===== config.mk =====
export PLATFORM = sky130hd
export DESIGN_NAME = iir_inv
export DESIGN_NICKNAME = d
export VERILOG_FILES = /design/src/rtl/iir_pkg.sv /design/src/rtl/iir_inv_mac.sv /design/src/rtl/iir_inv.sv
export SDC_FILE = /design/constraint.sdc
export NUM_CORES = 1
export LEC_CHECK = 0
export ABC_AREA = 1
export CORE_MARGIN = 4
export CORE_UTILIZATION = 25
export DETAILED_ROUTE_END_ITERATION = 7
export HOLD_SLACK_MARGIN = 0.15
export SKIP_LAST_GASP = 1
export SLEW_MARGIN = 20
export SYNTH_ARGS = -nofsm -noshare
export SYNTH_HDL_FRONTEND = slang
export SYNTH_SLANG_ARGS = --single-unit

===== constraint.sdc =====
create_clock -name clk_i -period 9.9 [get_ports clk_i]
set_input_delay 1.98 -clock clk_i [delete_from_list [all_inputs] [get_ports clk_i]]
set_output_delay 1.98 -clock clk_i [all_outputs]
set_load 0.005 [all_outputs]

===== src/rtl/iir_pkg.sv =====
// Shared Q-format constants, FSM/select encodings and saturation helpers for iir_inv.
// Latency: n/a (package only).
// Backpressure: n/a (package only).
package iir_pkg;

  // Coefficients are Q1.17, so products are scaled back by 17 bits.
  localparam int COEF_FRAC = 17;

  localparam logic signed [17:0] INTERNAL_MAX = 18'sh1FFFF;  //  131071
  localparam logic signed [17:0] INTERNAL_MIN = 18'sh20000;  // -131072
  localparam logic signed [15:0] INOUT_MAX    = 16'sh7FFF;   //  32767
  localparam logic signed [15:0] INOUT_MIN    = 16'sh8000;   // -32768

  typedef enum logic [2:0] {
    S_IDLE,
    S_MAC0,
    S_MAC1,
    S_MAC2,
    S_HOLD
  } state_e;

  // Which coefficient/operand pair the shared multiplier works on this cycle.
  typedef enum logic [1:0] {
    SEL_G0_Y,
    SEL_G1_YD2,
    SEL_G2_XD1
  } mac_sel_e;

  // Clamp a 19-bit partial sum into the 18-bit accumulator range.
  function automatic logic signed [17:0] sat18(input logic signed [18:0] v);
    logic signed [17:0] r;
    if (v[18] == v[17]) r = v[17:0];
    else if (v[18])     r = INTERNAL_MIN;
    else                r = INTERNAL_MAX;
    return r;
  endfunction

  // Clamp an 18-bit accumulator value into the 16-bit sample range.
  function automatic logic signed [15:0] sat16(input logic signed [17:0] v);
    logic signed [15:0] r;
    if ((&v[17:15]) || !(|v[17:15])) r = v[15:0];
    else if (v[17])                  r = INOUT_MIN;
    else                             r = INOUT_MAX;
    return r;
  endfunction

endpackage


===== src/rtl/iir_inv_mac.sv =====
// Shared 18x16 multiply, Q1.17 rescale (floor) and saturating add onto the accumulator.
// Latency: purely combinational; the caller registers the result.
// Backpressure: none; evaluated every cycle, the FSM decides whether to keep it.
module iir_inv_mac
  import iir_pkg::*;
#(
  parameter logic signed [17:0] coef_g0 = 18'sd131071,
  parameter logic signed [17:0] coef_g1 = -18'sd22500,
  parameter logic signed [17:0] coef_g2 = 18'sd123586
) (
  input  mac_sel_e           sel_i,
  input  logic signed [17:0] acc_i,
  input  logic signed [15:0] y_in_i,
  input  logic signed [15:0] y_d2_i,
  input  logic signed [15:0] x_d1_i,
  output logic signed [17:0] sum_o
);

  logic signed [17:0] coef;
  logic signed [15:0] opnd;
  logic signed [33:0] prod;
  logic signed [18:0] term;
  logic signed [18:0] sum;

  // Steer one coefficient/operand pair onto the single multiplier.
  always_comb begin
    coef = coef_g0;
    opnd = y_in_i;
    case (sel_i)
      SEL_G0_Y:   begin coef = coef_g0; opnd = y_in_i; end
      SEL_G1_YD2: begin coef = coef_g1; opnd = y_d2_i; end
      SEL_G2_XD1: begin coef = coef_g2; opnd = x_d1_i; end
      default:    begin coef = coef_g0; opnd = y_in_i; end
    endcase
  end

  // Full-precision product; the arithmetic shift floors toward minus infinity.
  assign prod  = 34'(coef) * 34'(opnd);
  assign term  = 19'(prod >>> COEF_FRAC);
  assign sum   = 19'(acc_i) + term;
  assign sum_o = sat18(sum);

endmodule


===== src/rtl/iir_inv.sv =====
// Inverse IIR equaliser: x[n] = g0*y[n] + g1*y[n-2] + g2*x[n-1], one shared multiplier.
// Latency: valid_o rises 3 cycles after the input handshake; one sample per 5 cycles max.
// Backpressure: HOLD keeps data_o/valid_o stable until ready_i; ready_o is low outside IDLE.
module iir_inv
  import iir_pkg::*;
#(
  parameter logic signed [17:0] coef_g0        = 18'sd131071,
  parameter logic signed [17:0] coef_g1        = -18'sd22500,
  parameter logic signed [17:0] coef_g2        = 18'sd123586,
  parameter int                 inout_width    = 16,
  parameter int                 internal_width = 18
) (
  input  logic                          clk_i,
  input  logic                          reset_i,
  input  logic signed [inout_width-1:0] data_i,
  input  logic                          valid_i,
  output logic                          ready_o,
  output logic signed [inout_width-1:0] data_o,
  output logic                          valid_o,
  input  logic                          ready_i
);

  state_e                          state_q, state_d;
  logic signed [internal_width-1:0] acc_q, acc_d;
  logic signed [inout_width-1:0]    y_in_q, y_in_d;
  logic signed [inout_width-1:0]    y_d1_q, y_d1_d;
  logic signed [inout_width-1:0]    y_d2_q, y_d2_d;
  logic signed [inout_width-1:0]    x_d1_q, x_d1_d;
  logic signed [inout_width-1:0]    data_q, data_d;
  logic                             valid_q, valid_d;
  logic                             ready_q, ready_d;
  mac_sel_e                         mac_sel;
  logic signed [internal_width-1:0] mac_sum;

  iir_inv_mac #(
    .coef_g0 (coef_g0),
    .coef_g1 (coef_g1),
    .coef_g2 (coef_g2)
  ) u_mac (
    .sel_i  (mac_sel),
    .acc_i  (acc_q),
    .y_in_i (y_in_q),
    .y_d2_i (y_d2_q),
    .x_d1_i (x_d1_q),
    .sum_o  (mac_sum)
  );

  // Sequence the three MAC steps; history only advances on the output handshake.
  always_comb begin
    state_d = state_q;
    acc_d   = acc_q;
    y_in_d  = y_in_q;
    y_d1_d  = y_d1_q;
    y_d2_d  = y_d2_q;
    x_d1_d  = x_d1_q;
    data_d  = data_q;
    valid_d = valid_q;
    mac_sel = SEL_G0_Y;
    case (state_q)
      S_IDLE: begin
        if (valid_i) begin
          y_in_d  = data_i;
          acc_d   = '0;
          state_d = S_MAC0;
        end
      end
      S_MAC0: begin
        mac_sel = SEL_G0_Y;
        acc_d   = mac_sum;
        state_d = S_MAC1;
      end
      S_MAC1: begin
        mac_sel = SEL_G1_YD2;
        acc_d   = mac_sum;
        state_d = S_MAC2;
      end
      S_MAC2: begin
        mac_sel = SEL_G2_XD1;
        acc_d   = mac_sum;
        data_d  = sat16(mac_sum);
        valid_d = 1'b1;
        state_d = S_HOLD;
      end
      S_HOLD: begin
        if (valid_q && ready_i) begin
          y_d2_d  = y_d1_q;
          y_d1_d  = y_in_q;
          x_d1_d  = data_q;
          valid_d = 1'b0;
          state_d = S_IDLE;
        end
      end
      default: state_d = S_IDLE;
    endcase
    // ready depends on state alone, never on valid_i/ready_i directly.
    ready_d = (state_d == S_IDLE);
  end

  // State and datapath registers; reset drops any sample in flight and clears history.
  always_ff @(posedge clk_i) begin
    if (reset_i) begin
      state_q <= S_IDLE;
      acc_q   <= '0;
      y_in_q  <= '0;
      y_d1_q  <= '0;
      y_d2_q  <= '0;
      x_d1_q  <= '0;
      data_q  <= '0;
      valid_q <= 1'b0;
      ready_q <= 1'b1;
    end else begin
      state_q <= state_d;
      acc_q   <= acc_d;
      y_in_q  <= y_in_d;
      y_d1_q  <= y_d1_d;
      y_d2_q  <= y_d2_d;
      x_d1_q  <= x_d1_d;
      data_q  <= data_d;
      valid_q <= valid_d;
      ready_q <= ready_d;
    end
  end

  assign ready_o = ready_q;
  assign data_o  = data_q;
  assign valid_o = valid_q;

endmodule


==> results of run 1 <==
==> routing by layer <==
layer / wire length, um / global-route usage, % / up-vias
li1: - / - / 5463
met1: 18640 / 17.99 / 5582
met2: 18920 / 21.72 / 252
met3: 1924 / 2.268 / 61
met4: 1381 / 3.836 / 0
met5: 0 / 0 / -
==> timing repair <==
action | in CTS | in global routing
hold buffers | 0 | 0
setup endpoints to repair | 29 | 32
resized for setup | 3 | 45
gates cloned | 0 | 0
pin swaps | 0 | 0
buffers inserted | 0 | 4
==> layout make-up <==
class	count	area share (%)
Multi-Input combinational cell	1152	65.42
Sequential cell	103	12.35
Inverter	490	11.11
Tap cell	773	5.793
Timing Repair Buffer	59	3.358
Clock buffer	9	1.349
Clock inverter	7	0.6220
==> logic make-up (layout without fill, tap and decap cells) <==
family | count (synthesis) | count (layout) | share of synthesized area [%]
buf+inv | 532 | 565 | 13.62
fa+ha+maj | 396 | 396 | 47.79
flops | 103 | 103 | 13.91
simple gates | 413 | 413 | 11.52
compound gates | 306 | 306 | 10.98
xor+xnor | 37 | 37 | 2.185
==> cell usage in the layout (no fill, tap or decap), types with 3 or more instances in the layout <==
cell type / instances
clkbuf_16: 9
nand3b_1: 4
and3_1: 3
xor2_1: 15
xnor2_1: 21
nor3_1: 6
o21ai_1: 3
dfxtp_1: 103
nor4_1: 3
nor2_1: 104
a31oi_1: 19
inv_2: 3
nand2_2: 5
inv_1: 482
clkinvlp_4: 6
o21ai_0: 112
o22ai_1: 12
a21oi_1: 127
o22ai_2: 4
buf_4: 20
fa_1: 283
nor2_4: 4
a21oi_2: 10
ha_1: 111
clkdlybuf4s50_1: 37
nand4_1: 7
nor2_2: 18
nand2_1: 219
a21o_1: 5
o21bai_1: 3
o21ai_2: 3
nand3_1: 34
==> flip-flops by register name, summed over array words and instances (netlist names) <==
name	cells
valid_o	1
y_in_q	16
x_d1_q	16
y_d1_q	16
ready_o	1
y_d2_q	16
data_o	16
acc_q	18
state_q	3
==> worst max-delay path by stage <==
stage	from	endpoint	slack, ps	cells after the start
finish	state_q[1]	data_o[3]	640	43
global route	state_q[1]	data_o[5]	50	41
CTS	state_q[2]	data_o[12]	90	36
detailed placement	state_q[2]	data_o[12]	-180	36
global placement	state_q[2]	data_o[4]	-110	36
floorplan	state_q[2]	data_o[5]	1350	43
==> stage by stage <==
stage               instance area, um^2  utilization [%]
detailed placement                16120            27.37
floorplan                         14830                -
global route                      16690            28.34
finish                            16690            28.34
global placement                  16120            27.37
CTS                               16460            27.95
==> worst min-delay path, delay by kind of cell (launching register included) <==
family,cells,cell delay (ps)
DFF,1,310
buffers and inverters,1,50
AOI/OAI and AO/OA,1,50
==> metrics, run 1 <==
status=completed; Worst path max stage delay=560 ps; max-slew violation count=0; fraction of layout cells with a size suffix above 1=5.495%; FF+latch count, synth=103; vias in the first global route=~12k; Post-synth EDFFs=0; clk_skew=10.95 ps; unrepaired setup endpoints after global routing=false; router iterations before antenna repair=5; Rows=89; CTS Buffer Depth=2; register area share after synthesis=between 10% and 20%; core area=0.05891 mm^2; non-filler cells, final=2593; minimum clock period=9264 ps; Yosys cell types=43; Final Cycle Share=93.58%; syn_nets=about 2.2k; CTS H-tree depth=3; Worst Path Arrival=9510 ps; NumNets Final=2231; RR Endpoint=data_o[3]; largest net degree at the start of global routing=between 70 and 80; Fin. Hold Viols=0; top cell family by delay on the critical path=adder cells; placed cells=2573; Worst-path clk slew=70 ps; prevailing post-synth register cell=dfxtp_1; full die area=0.06327 mm^2; total area of sequential cells=just over 0.002 mm^2; Startpoint Class=flop; I/O Pins=38; Avg Cell Area, Syn=8.298 um^2; Root Buffer=clkbuf_16; top cells by count, synth=inv_1, fa_1, nand2_1, a21oi_1, nor2_1; Min Hold Slack=around 440 ps; top-count cell post-synth=inv_1; worst hold start=y_d1_q[1]; Antenna diodes=0; Bufs and invs on worst path=9; Synth Cell Area=0.01483 mm^2; Worst setup EP type=flop; Worst EP required=between 10000 and 15000 ps; DRC viols=0; TNS Setup=0 ps; relative slew slack=38.44%; area share of the largest cell type after synthesis=a little under two fifths; CP max-delay cell=fa_1; Crit Path Max Fanout=17; Sinks on Clock Net=between 100 and 150; Die W=251.5 um; worst slew pin tran=~920 ps; WL/cell=15.76 um; initial antenna violation count=0; Reg2Reg Launch Point=state_q[1]; All-Layer GR Usage=between 10% and 20%; fillers=6225; Via density=4.380; setup slack at placement=-177.6 ps; Reg2Reg Depth=43; top post-synthesis cells by area=fa_1, dfxtp_1, inv_1, ha_1, nand2_1; HPWL Detailed=36200 um; Die Ht=251.5 um; Total Wirelength=40860 um; Crit Path Class=flop to flop; Max Cap Viol=0; Peak Freq=0.1079 GHz; total grt overflow=0; DRT iter0 DRCs=slightly below 600; Buffers on Ports=37; later-pin clock latency in the skew report=370 ps; Post-synth ARST share=0%; setup slack after layout=635.9 ps; P&R area growth vs syn=12.59%; Post-DRT Antenna Nets=0; Ys Warns=0; Post-Syn Instances=around 1.8k; HP Class=flop to flop; TritonCTS buffer count=9; hold path depth=2; Via Count=11.36k; CTS tree=done; setup violators final=0; first-pass GRT wire length=approximately 66000 um; R2R setup slack=between 600 and 700 ps; dominant cell type by area after synthesis=fa_1; Multi-input gate area=0.01092 mm^2; Endpoint, Worst Hold=y_d1_q[1]; GPL Wtd Cong=around 1; Starting Density=25.17%
Power of run 1 is left out: the tool's default activity adds up to more than one toggle a clock period on the data nets, which glitch-free logic cannot reach.
==> inputs of run 2 (changes only) <==
--- a/config.mk
+++ b/config.mk
@@ -6,6 +6,7 @@
 export NUM_CORES = 1
 export LEC_CHECK = 0
 export ABC_AREA = 1
+export CAP_MARGIN = 20
 export CORE_MARGIN = 4
 export CORE_UTILIZATION = 25
 export DETAILED_ROUTE_END_ITERATION = 7
==> results of run 2 <==
Same layout as run 1: the final DEF is identical, and so are final timing and power.
Power of run 2 is left out for the same reason.
==> variant, RTL diff (settings of run 2) <==
Reset style: asynchronous (`reset_i`), changed in one clocked block.
--- a/src/rtl/iir_inv.sv
+++ b/src/rtl/iir_inv.sv
@@ -99,3 +99,3 @@
   // State and datapath registers; reset drops any sample in flight and clears history.
-  always_ff @(posedge clk_i) begin
+  always_ff @(posedge clk_i or posedge reset_i) begin
     if (reset_i) begin
Check against the original RTL: differs if reset_i is asserted again (counterexample within 4 cycles, from zero or initial values and one cycle with reset_i high); with reset_i held inactive, the same outputs for 4 cycles.
==> variant against run 2 <==
- first-iteration DRC count increased by 19%
- cell area increased by 1.9%
- count of clock-buffer cells in the layout did not move
- wire length is 0.42% higher
- sequential cell count unchanged
- synthesized area up 3.4%
- synthesized cell count grew 1.7%
- setup slack worse by 0.026 ns
- sequential share of layout area is 2.8 points higher
Power is left out: the tool's default activity adds up to more than one toggle a clock period on the data nets, which glitch-free logic cannot reach.
==> variant: results (changes against run 2) <==
outcome:
  status: "completed"
setup_path:
  crit_path_max_fanout: 17  # unchanged
  worstSetupStartpoint: "state_q[2]"
  timing.critical_path.arrival_ns: 9.54  # +0.03 ns
  critical-path-top-delay-family: "adder cells"
  reg2reg_setup_slack_ns: 0.61  # -0.03 ns
  worst-r2r-cell-count: 40  # -7.0%
  cp_slowest_stage_delay_ns: 0.53  # -0.03 ns
  worstReg2RegEnd: "data_o[11]"
final_layout:
  largest_reg_flops: 18  # unchanged
  design.final.nets: 2265  # +1.5%
  antenna-diode-count: 0  # unchanged
  final_layout_size_suffix_gt1_frac: 0.0447  # -0.0103
drt:
  finalWirelength_um: 41000  # +0.42%
  number_of_design_rule_violations_left_by_the_first_detailed_router_iteration: 697  # +19%
  drt_pre_antenna_iters: 6  # +1
  routed-via-count: 11319  # -0.34%
  route.detailed.vias_per_inst: 4.29  # -2.1%
sta:
  timing.hold.ws_ns: 0.475  # +0.0305 ns
  skew_ns: 0.0105  # -0.000465 ns
  tightestPinTransition_ns: 1.07  # +0.146 ns
logic_synthesis:
  synth_async_sr_flop_share: 1.00  # +1.00
  synthAdderAreaFrac: 0.459  # -0.0190
  synth_xor_xnor_area_share: 0.0189  # -0.00300
  synth.area.top_cells: "fa_1, dfrtp_1, inv_1"
  avgSynthCellArea_um2: 8.44  # +1.7%
  synth_fp_nets: 2229  # +1.2%
  synth_compound_gate_area_share: 0.0703  # -0.0394
  ys.flop_type: "dfrtp_1"
  synthTopCellsByCount: "inv_1, nand2_1, fa_1, nor2_1, ha_1"
  synth_sequential_area_ratio: 0.168  # +0.0291
  synthDistinctLibCells: 39  # -9.3%
placed_design:
  setup_slack_at_placement_ns: 0.616  # +0.794 ns
  post-dp-hpwl_um: 35700  # -1.4%
  place.gp.congestion: 0.904  # -9.1%
  dp.cells: 2621  # +1.9%
  placedInstanceArea_um2: 16700  # +3.5%
cts:
  cts_root_cell: "clkbuf_16"
  maximum_level_of_the_cts_h_tree: 3  # unchanged
  clk_path_buf_depth: 2  # unchanged
global_route:
  gr-usage-all-layers: 0.128  # -0.00399
  largest_net_degree_at_the_start_of_global_routing: 74  # -5.1%
  wire_length_of_the_first_global_routing_pass_um: 66900  # +0.68%
  grt_pass1_vias: 12020  # -0.16%
min_path:
  end_point_of_the_most_critical_hold_path: "x_d1_q[14]"
  hold_path_startpoint: "x_d1_q[14]"
[variant: cell types whose count changed after synthesis, sizes merged, moves of 10 or more]
cell,change
xnor2,-10
o22ai,-16
a21oi,-77
dfxtp,-103
o21ai,-16
nor2,+53
dfrtp,+102
nand2,+92
[variant: worst max path at each step]
stage / end / slack [ns]
6_report: data_o[11] / 0.61
5_1_grt: data_o[11] / 0.03
3_5_place_dp: data_o[11] / 0.62
2_1_floorplan: data_o[1] / 1.96
4_1_cts: data_o[11] / 0.56
3_3_place_gp: data_o[5] / 0.47
[variant: layout make-up]
cell class                      instances  area [um2]
Fill cell                            6512       43600
Multi-Input combinational cell       1182       10700
Sequential cell                       103        2580
Inverter                              496        1870
Tap cell                              782         978
Timing Repair Buffer                   61         551
Clock buffer                            9         225
Clock inverter                          7        65.1
[variant: kinds of logic (layout without fill, tap and decap cells)]
kind of cell | Yosys count | count (layout)
adders and majority gates | 392 | 392
xor gates and xnor gates | 33 | 33
buffers and inverters | 532 | 573
and+or+nand+nor | 563 | 563
DFF | 103 | 103
AOI/OAI and AO/OA | 194 | 194
[variant: repair_timing]
| action | 4_1_cts | 5_1_grt |
|---|---|---|
| hold endpoints to repair | 0 | 0 |
| resized for setup | 0 | 7 |
| setup buffers | 0 | 3 |
| hold buffers | 0 | 0 |
| setup endpoints to repair | 0 | 16 |
[variant: routing by layer]
layer	track usage	routed length, um	up-vias
li1	-	-	5431
met1	0.181	18900	5591
met2	0.207	19100	253
met3	0.0203	2180	44
met4	0.0323	863	0
met5	0	0	-
[variant: worst reg2reg max path: cells and delay by family, from the launching register on]
family,cells,cell delay [ns]
compound gates,3,0.77
fa+ha+maj,8,3.63
buf+inv,11,1.37
flops,1,0.40
simple gates,17,2.71
xor+xnor,1,0.31
